$ cat src/rtl/reg_rename_file_if.sv
// Issue/read/commit/flush bundle between issue logic, the ROB and the rename file.
interface reg_rename_file_if #(
    parameter int REG_ADDR_WIDTH = 5,
    parameter int Q_WIDTH        = 4
);
    logic                      has_issue;
    logic [REG_ADDR_WIDTH-1:0] issue_rd;
    logic                      issue_rd_en;
    logic [Q_WIDTH-1:0]        issue_tag;
    logic [REG_ADDR_WIDTH-1:0] rs1_addr;
    logic [REG_ADDR_WIDTH-1:0] rs2_addr;
    logic                      rs1_busy;
    logic [Q_WIDTH-1:0]        rs1_tag;
    logic [31:0]               rs1_val;
    logic                      rs2_busy;
    logic [Q_WIDTH-1:0]        rs2_tag;
    logic [31:0]               rs2_val;
    logic                      commit_modify_regfile;
    logic [REG_ADDR_WIDTH-1:0] commit_reg_addr;
    logic [Q_WIDTH-1:0]        Commit_Q;
    logic [31:0]               Commit_V;
    logic                      control_hazard;

    modport master (
        output has_issue, issue_rd, issue_rd_en, issue_tag, rs1_addr, rs2_addr,
               commit_modify_regfile, commit_reg_addr, Commit_Q, Commit_V, control_hazard,
        input  rs1_busy, rs1_tag, rs1_val, rs2_busy, rs2_tag, rs2_val
    );

    modport slave (
        input  has_issue, issue_rd, issue_rd_en, issue_tag, rs1_addr, rs2_addr,
               commit_modify_regfile, commit_reg_addr, Commit_Q, Commit_V, control_hazard,
        output rs1_busy, rs1_tag, rs1_val, rs2_busy, rs2_tag, rs2_val
    );
endinterface

$ cat src/rtl/reg_rename_file.sv
// Architectural register file with per-register ROB rename tags.
// Two combinational read ports with commit bypass; register 0 is hardwired zero.
module rrf_read_port #(
    parameter int REG_ADDR_WIDTH = 5,
    parameter int Q_WIDTH        = 4,
    parameter int NREG           = 2**REG_ADDR_WIDTH
) (
    input  logic [REG_ADDR_WIDTH-1:0]     rs,
    input  logic [NREG-1:0]               busy_q,
    input  logic [NREG-1:0][Q_WIDTH-1:0]  tag_q,
    input  logic [NREG-1:0][31:0]         val_q,
    input  logic                          commit_en,
    input  logic [REG_ADDR_WIDTH-1:0]     commit_addr,
    input  logic [Q_WIDTH-1:0]            commit_q,
    input  logic [31:0]                   commit_v,
    output logic                          busy,
    output logic [Q_WIDTH-1:0]            tag,
    output logic [31:0]                   val
);
    always_comb begin
        busy = busy_q[rs];
        tag  = tag_q[rs];
        val  = val_q[rs];
        if (rs == '0) begin
            busy = 1'b0;
            val  = '0;
        end else if (commit_en && commit_addr == rs && busy_q[rs] && tag_q[rs] == commit_q) begin
            // producer retires this cycle: hand its value straight to the reader
            busy = 1'b0;
            val  = commit_v;
        end
    end
endmodule

module reg_rename_file #(
    parameter int REG_ADDR_WIDTH = 5,
    parameter int Q_WIDTH        = 4
) (
    input  logic            clk_in,
    input  logic            rst_in,
    input  logic            rdy_in,
    reg_rename_file_if.slave rf
);
    localparam int NREG = 2**REG_ADDR_WIDTH;
    localparam int NRP  = 2;

    logic [NREG-1:0]              busy_q;
    logic [NREG-1:0][Q_WIDTH-1:0] tag_q;
    logic [NREG-1:0][31:0]        val_q;

    logic commit_wr, rename;
    assign commit_wr = rf.commit_modify_regfile && rf.commit_reg_addr != '0;
    assign rename    = rf.has_issue && rf.issue_rd_en && rf.issue_rd != '0 && !rf.control_hazard;

    // Later assignments win: rename overrides a same-cycle commit clear, flush overrides both.
    always_ff @(posedge clk_in or negedge rst_in) begin
        if (!rst_in) begin
            busy_q <= '0;
            tag_q  <= '0;
            val_q  <= '0;
        end else if (rdy_in) begin
            if (commit_wr) begin
                val_q[rf.commit_reg_addr] <= rf.Commit_V;
                if (tag_q[rf.commit_reg_addr] == rf.Commit_Q)
                    busy_q[rf.commit_reg_addr] <= 1'b0;
            end
            if (rf.control_hazard) begin
                busy_q <= '0;
            end else if (rename) begin
                busy_q[rf.issue_rd] <= 1'b1;
                tag_q[rf.issue_rd]  <= rf.issue_tag;
            end
        end
    end

    logic [NRP-1:0][REG_ADDR_WIDTH-1:0] rp_addr;
    logic [NRP-1:0]                     rp_busy;
    logic [NRP-1:0][Q_WIDTH-1:0]        rp_tag;
    logic [NRP-1:0][31:0]               rp_val;

    assign rp_addr[0] = rf.rs1_addr;
    assign rp_addr[1] = rf.rs2_addr;

    for (genvar p = 0; p < NRP; p++) begin : g_rp
        rrf_read_port #(
            .REG_ADDR_WIDTH(REG_ADDR_WIDTH),
            .Q_WIDTH       (Q_WIDTH),
            .NREG          (NREG)
        ) u_rp (
            .rs         (rp_addr[p]),
            .busy_q     (busy_q),
            .tag_q      (tag_q),
            .val_q      (val_q),
            .commit_en  (rf.commit_modify_regfile),
            .commit_addr(rf.commit_reg_addr),
            .commit_q   (rf.Commit_Q),
            .commit_v   (rf.Commit_V),
            .busy       (rp_busy[p]),
            .tag        (rp_tag[p]),
            .val        (rp_val[p])
        );
    end

    assign rf.rs1_busy = rp_busy[0];
    assign rf.rs1_tag  = rp_tag[0];
    assign rf.rs1_val  = rp_val[0];
    assign rf.rs2_busy = rp_busy[1];
    assign rf.rs2_tag  = rp_tag[1];
    assign rf.rs2_val  = rp_val[1];
endmodule
$ cat src/flat_wrapper.sv
// flat-port wrapper written by rule: the top's interface ports become plain ports
module reg_rename_file_flat 
#(
    parameter int REG_ADDR_WIDTH = 5,
    parameter int Q_WIDTH        = 4
)
  (clk_in, rst_in, rdy_in, rf_has_issue, rf_issue_rd, rf_issue_rd_en, rf_issue_tag, rf_rs1_addr, rf_rs2_addr, rf_commit_modify_regfile, rf_commit_reg_addr, rf_Commit_Q, rf_Commit_V, rf_control_hazard, rf_rs1_busy, rf_rs1_tag, rf_rs1_val, rf_rs2_busy, rf_rs2_tag, rf_rs2_val);
  reg_rename_file_if #(.REG_ADDR_WIDTH(REG_ADDR_WIDTH), .Q_WIDTH(Q_WIDTH)) rf_i ();
  input  logic clk_in;
  input  logic rst_in;
  input  logic rdy_in;
  input wire logic [$bits(rf_i.has_issue)-1:0] rf_has_issue;
  input wire logic [$bits(rf_i.issue_rd)-1:0] rf_issue_rd;
  input wire logic [$bits(rf_i.issue_rd_en)-1:0] rf_issue_rd_en;
  input wire logic [$bits(rf_i.issue_tag)-1:0] rf_issue_tag;
  input wire logic [$bits(rf_i.rs1_addr)-1:0] rf_rs1_addr;
  input wire logic [$bits(rf_i.rs2_addr)-1:0] rf_rs2_addr;
  input wire logic [$bits(rf_i.commit_modify_regfile)-1:0] rf_commit_modify_regfile;
  input wire logic [$bits(rf_i.commit_reg_addr)-1:0] rf_commit_reg_addr;
  input wire logic [$bits(rf_i.Commit_Q)-1:0] rf_Commit_Q;
  input wire logic [$bits(rf_i.Commit_V)-1:0] rf_Commit_V;
  input wire logic [$bits(rf_i.control_hazard)-1:0] rf_control_hazard;
  output wire logic [$bits(rf_i.rs1_busy)-1:0] rf_rs1_busy;
  output wire logic [$bits(rf_i.rs1_tag)-1:0] rf_rs1_tag;
  output wire logic [$bits(rf_i.rs1_val)-1:0] rf_rs1_val;
  output wire logic [$bits(rf_i.rs2_busy)-1:0] rf_rs2_busy;
  output wire logic [$bits(rf_i.rs2_tag)-1:0] rf_rs2_tag;
  output wire logic [$bits(rf_i.rs2_val)-1:0] rf_rs2_val;
  assign rf_i.has_issue = rf_has_issue;
  assign rf_i.issue_rd = rf_issue_rd;
  assign rf_i.issue_rd_en = rf_issue_rd_en;
  assign rf_i.issue_tag = rf_issue_tag;
  assign rf_i.rs1_addr = rf_rs1_addr;
  assign rf_i.rs2_addr = rf_rs2_addr;
  assign rf_i.commit_modify_regfile = rf_commit_modify_regfile;
  assign rf_i.commit_reg_addr = rf_commit_reg_addr;
  assign rf_i.Commit_Q = rf_Commit_Q;
  assign rf_i.Commit_V = rf_Commit_V;
  assign rf_i.control_hazard = rf_control_hazard;
  assign rf_rs1_busy = rf_i.rs1_busy;
  assign rf_rs1_tag = rf_i.rs1_tag;
  assign rf_rs1_val = rf_i.rs1_val;
  assign rf_rs2_busy = rf_i.rs2_busy;
  assign rf_rs2_tag = rf_i.rs2_tag;
  assign rf_rs2_val = rf_i.rs2_val;
  reg_rename_file #(.REG_ADDR_WIDTH(REG_ADDR_WIDTH), .Q_WIDTH(Q_WIDTH)) u_core (.clk_in(clk_in), .rst_in(rst_in), .rdy_in(rdy_in), .rf(rf_i));
endmodule
$ cat config.mk
export PLATFORM = sky130hd
export DESIGN_NAME = reg_rename_file_flat
export DESIGN_NICKNAME = d
export VERILOG_FILES = /design/src/rtl/reg_rename_file_if.sv /design/src/rtl/reg_rename_file.sv /design/src/flat_wrapper.sv
export SDC_FILE = /design/constraint.sdc
export NUM_CORES = 2
export LEC_CHECK = 0
export BUFFER_PORTS_ARGS = -buffer_cell sky130_fd_sc_hd__buf_2
export CAP_MARGIN = 20
export CORE_MARGIN = 2
export CORE_UTILIZATION = 40
export CTS_CLUSTER_SIZE = 40
export DETAILED_ROUTE_END_ITERATION = 8
export PLACE_DENSITY_LB_ADDON = 0.25
export SLEW_MARGIN = 30
export SYNTH_ARGS = -nofsm -noshare
export SYNTH_HDL_FRONTEND = slang
export SYNTH_SLANG_ARGS = --single-unit
$ cat constraint.sdc
create_clock -name clk_in -period 2.54 [get_ports clk_in]
set_input_delay 0 -clock clk_in [delete_from_list [all_inputs] [get_ports clk_in]]
set_output_delay 0 -clock clk_in [all_outputs]
set_load 0.01 [all_outputs]
==> metrics <==
outcome=finished with violations; failing checks=setup timing; PwrDens=673 mW/mm^2; pin count of the biggest net entering global routing=just under 100; Setup crit end kind=output port; Final min period=about 3.8 ns; Critical Path Start Type=register; Crit path required time=2.54 ns; Post-Place Worst Slack=-0.557 ns; Post-synth ARST share=1.00; Longest Clk Path Bufs=3; WHS=0.0574 ns; post-DP HPWL=141000 microns; Tcrit/Tclk final=1.48; Hold Vio Cnt, Final=0; Antenna Nets Post-Route=0; Die Area=roughly 0.17 sq mm; initial antenna violation count=3; die span in y=roughly 400 microns; Clk Latency, worst-skew pair=~0.80 ns; worst-margin pin slew=0.980 ns; global-route wire length before repair=336000 microns; Util after Layout=0.488; DR DRC count=0; max-cap check violation count=0; Worst Hold End=u_core.busy_q[6]$_DFFE_PN0P_; Synth Area in Compound Gates=0.0420; I/O pins=141; Hold Crit Class=in -> reg; H-tree levels=4; Clock Skew=0.0250 ns; Top FF cell, synth=dfrtp_1; WHS Path Cells=7; Total GRT Usage=0.274; vias in the first global route=around 47000; area grow syn2layout=21.0%; unrepaired setup endpoints after global routing=yes; CP arrival=~3.8 ns; Setup Viol. Count Final=between 100 and 150; Congestion Overflow GR=0; Reg2Reg Depth=11; final wirelength=230000 microns; critical path peak fanout=7; via/cell ratio=approximately 6.2; GPL Wtd Cong=between 0.9 and 1; Mapped Avg Cell Area=14.1 sq um; hold_sp=rf_commit_modify_regfile; Final Max Slew Viols=0; fmax=266 MHz; Post-Route Setup TNS=-87.66 ns; Yosys top cell area share=0.452; Syn Inst Count=roughly 4700; xor and xnor area share after synthesis=0.00200; Seq/Total Area, Yosys=0.452; Port Buffers=between 100 and 150; distinct cell type count after synthesis=73; post-synthesis mux area share=0.428; Synth Area in Simple Gates=0.0409; Post-Syn Nets=about 4700; Reg2Reg Capture Point=u_core.busy_q[11]$_DFFE_PN0P_; Crit Reg-Reg Startpoint=u_core.tag_q[30]$_DFFE_PN0P_; Worst Slack Setup Final=-1.22 ns; vias post-DR=around 46000; per-cell routed wire length=between 30 and 40 microns; Row Count=around 150; reg2reg setup slack=-0.55 ns; CTS tree=yes; Lkg Pwr=about 36 nW; # nets final=5110; yosys warns=0; FF+latch count, synth=about 1200; critical path class=reg -> out; Sink Count=about 1200; Max rail drop VDD=approximately 0.57 mV; main combinational cell family by area after synthesis=multiplexers; Slew Limit Headroom=0.346; Starting Density=0.403; initial drt markers=4142; Tot Pwr=about 53 mW; Root Driver=clkbuf_16; area leader, netlist=dfrtp_1; EDFF count, synth=0; core region area=between 0.15 and 0.2 sq mm; router iterations before antenna repair=6; Synth Area in Adders=0; share of post-route cells with drive strength above 1=0.540; largest cells by area after synthesis=dfrtp_1, mux4_2, mux2_2; antenna fix cells=0; Die X=between 400 and 500 microns; synthesized area=between 0.06 and 0.07 sq mm; number of buffers created by CTS=138; Clock Pin Slew Worst Setup and Hold Paths=0.06 ns
==> state kept, by name, summed over array words and instances, names as in the netlist <==
name / count
u_core.tag_q: 128
u_core.busy_q: 32
u_core.val_q: 1024
==> synth_stat cells (37+ instances only) <==
cell type / count
nor2_1: 94
mux4_2: 569
mux2i_1: 277
mux2_2: 1112
a21oi_1: 42
clkbuf_1: 330
buf_1: 66
nand2_1: 303
nand3_1: 37
a221oi_1: 47
buf_2: 82
a211oi_1: 51
o21ai_0: 47
a22oi_1: 40
dfrtp_1: 1184
==> how the worst max path moves through the flow <==
stage,slack (ns),cells past startpoint,endpoint,start
after floorplan,-0.09,8,u_core.busy_q[18]$_DFFE_PN0P_,u_core.tag_q[30]$_DFFE_PN0P_
after global placement,-0.56,9,rf_rs2_val[18],u_core.tag_q[61]$_DFFE_PN0P_
after detailed placement,-0.56,9,rf_rs2_val[18],u_core.tag_q[53]$_DFFE_PN0P_
after CTS,-1.33,10,rf_rs2_val[2],u_core.tag_q[53]$_DFFE_PN0P_
after global routing,-1.33,10,rf_rs2_val[2],u_core.tag_q[33]$_DFFE_PN0P_
final,-1.22,10,rf_rs2_val[2],u_core.tag_q[53]$_DFFE_PN0P_
==> cell families (layout without fill, tap and decap cells) <==
group	after synthesis	after routing
muxes	1958	1958
buffers and inverters	540	1036
and+or+nand+nor	589	589
xor gates and xnor gates	15	15
DFF	1184	1184
AOI/OAI and AO/OA	370	370
==> power by group <==
part / internal [mW] / switching (mW) / total [mW]
sequential: 21.1 / 1.58 / 22.7
clock: 12.7 / 8.60 / 21.3
combinational: 5.26 / 4.16 / 9.43
total: 39.1 / 14.3 / 53.4
==> cell usage in the layout, fill, tap and decap left out, types with 27 or more instances in the layout <==
master,synthesis,layout
dfrtp_1,1184,1184
mux2_2,1112,1108
mux4_2,569,569
buf_4,23,421
nand2_1,303,289
mux2i_1,277,270
clkbuf_16,0,142
buf_12,0,127
buf_2,82,124
nor2_1,94,79
dlygate4sd3_1,0,48
o21ai_0,47,45
a221oi_1,47,44
a21oi_1,42,42
a22oi_1,40,38
a31oi_1,36,35
clkbuf_8,0,30
clkbuf_1,330,30
buf_6,11,30
nand3_1,37,27
==> layer usage <==
| metal | wire length (microns) | up-vias | share of wire | GRT usage |
|---|---|---|---|---|
| li1 | - | 18648 | - | - |
| met1 | 96400 | 24755 | 0.42 | 0.374 |
| met2 | 106000 | 1840 | 0.46 | 0.429 |
| met3 | 17200 | 489 | 0.075 | 0.0558 |
| met4 | 10400 | 2 | 0.045 | 0.112 |
| met5 | 13 | - | 0.000056 | 0 |
==> layout make-up <==
| type | instances | area, sq um |
|---|---|---|
| flip-flops and latches | 1184 | 29600 |
| well taps | 2175 | 2720 |
| clock buffers | 201 | 4050 |
| clock inverters | 48 | 759 |
| inverters | 27 | 111 |
| repair buffers | 760 | 7340 |
| fillers | 14058 | 83400 |
| multi-input cells | 2932 | 34700 |
==> timing repair <==
item | in CTS | in global routing
endpoints found under the setup margin | 105 | 105
gates cloned | 1 | 1
resized for setup | 87 | 36
hold buffers | 50 | 0
setup buffers | 22 | 12
pin swaps | 52 | 22
hold endpoints to repair | 2317 | 0
==> worst max-delay path: stages, from the launching register on <==
cell and delay (ns):
dfrtp_1 0.38, mux4_2 0.48, mux2_4 0.32, a221oi_4 0.28, o21a_1 0.22, o2111ai_4 0.12
or3_4 0.46, buf_12 0.19, buf_12 0.15, a211oi_4 0.19, buf_2 0.16
==> metrics by stage <==
| step | area [sq um] | cells |
|---|---|---|
| after floorplan | 66000 | 4656 |
| after global placement | 73100 | 6999 |
| after detailed placement | 73100 | 6999 |
| after CTS | 79100 | 7321 |
| after global routing | 79400 | 7327 |
| final | 79400 | 7327 |
Note: power is estimated with default switching activity, not from simulation.
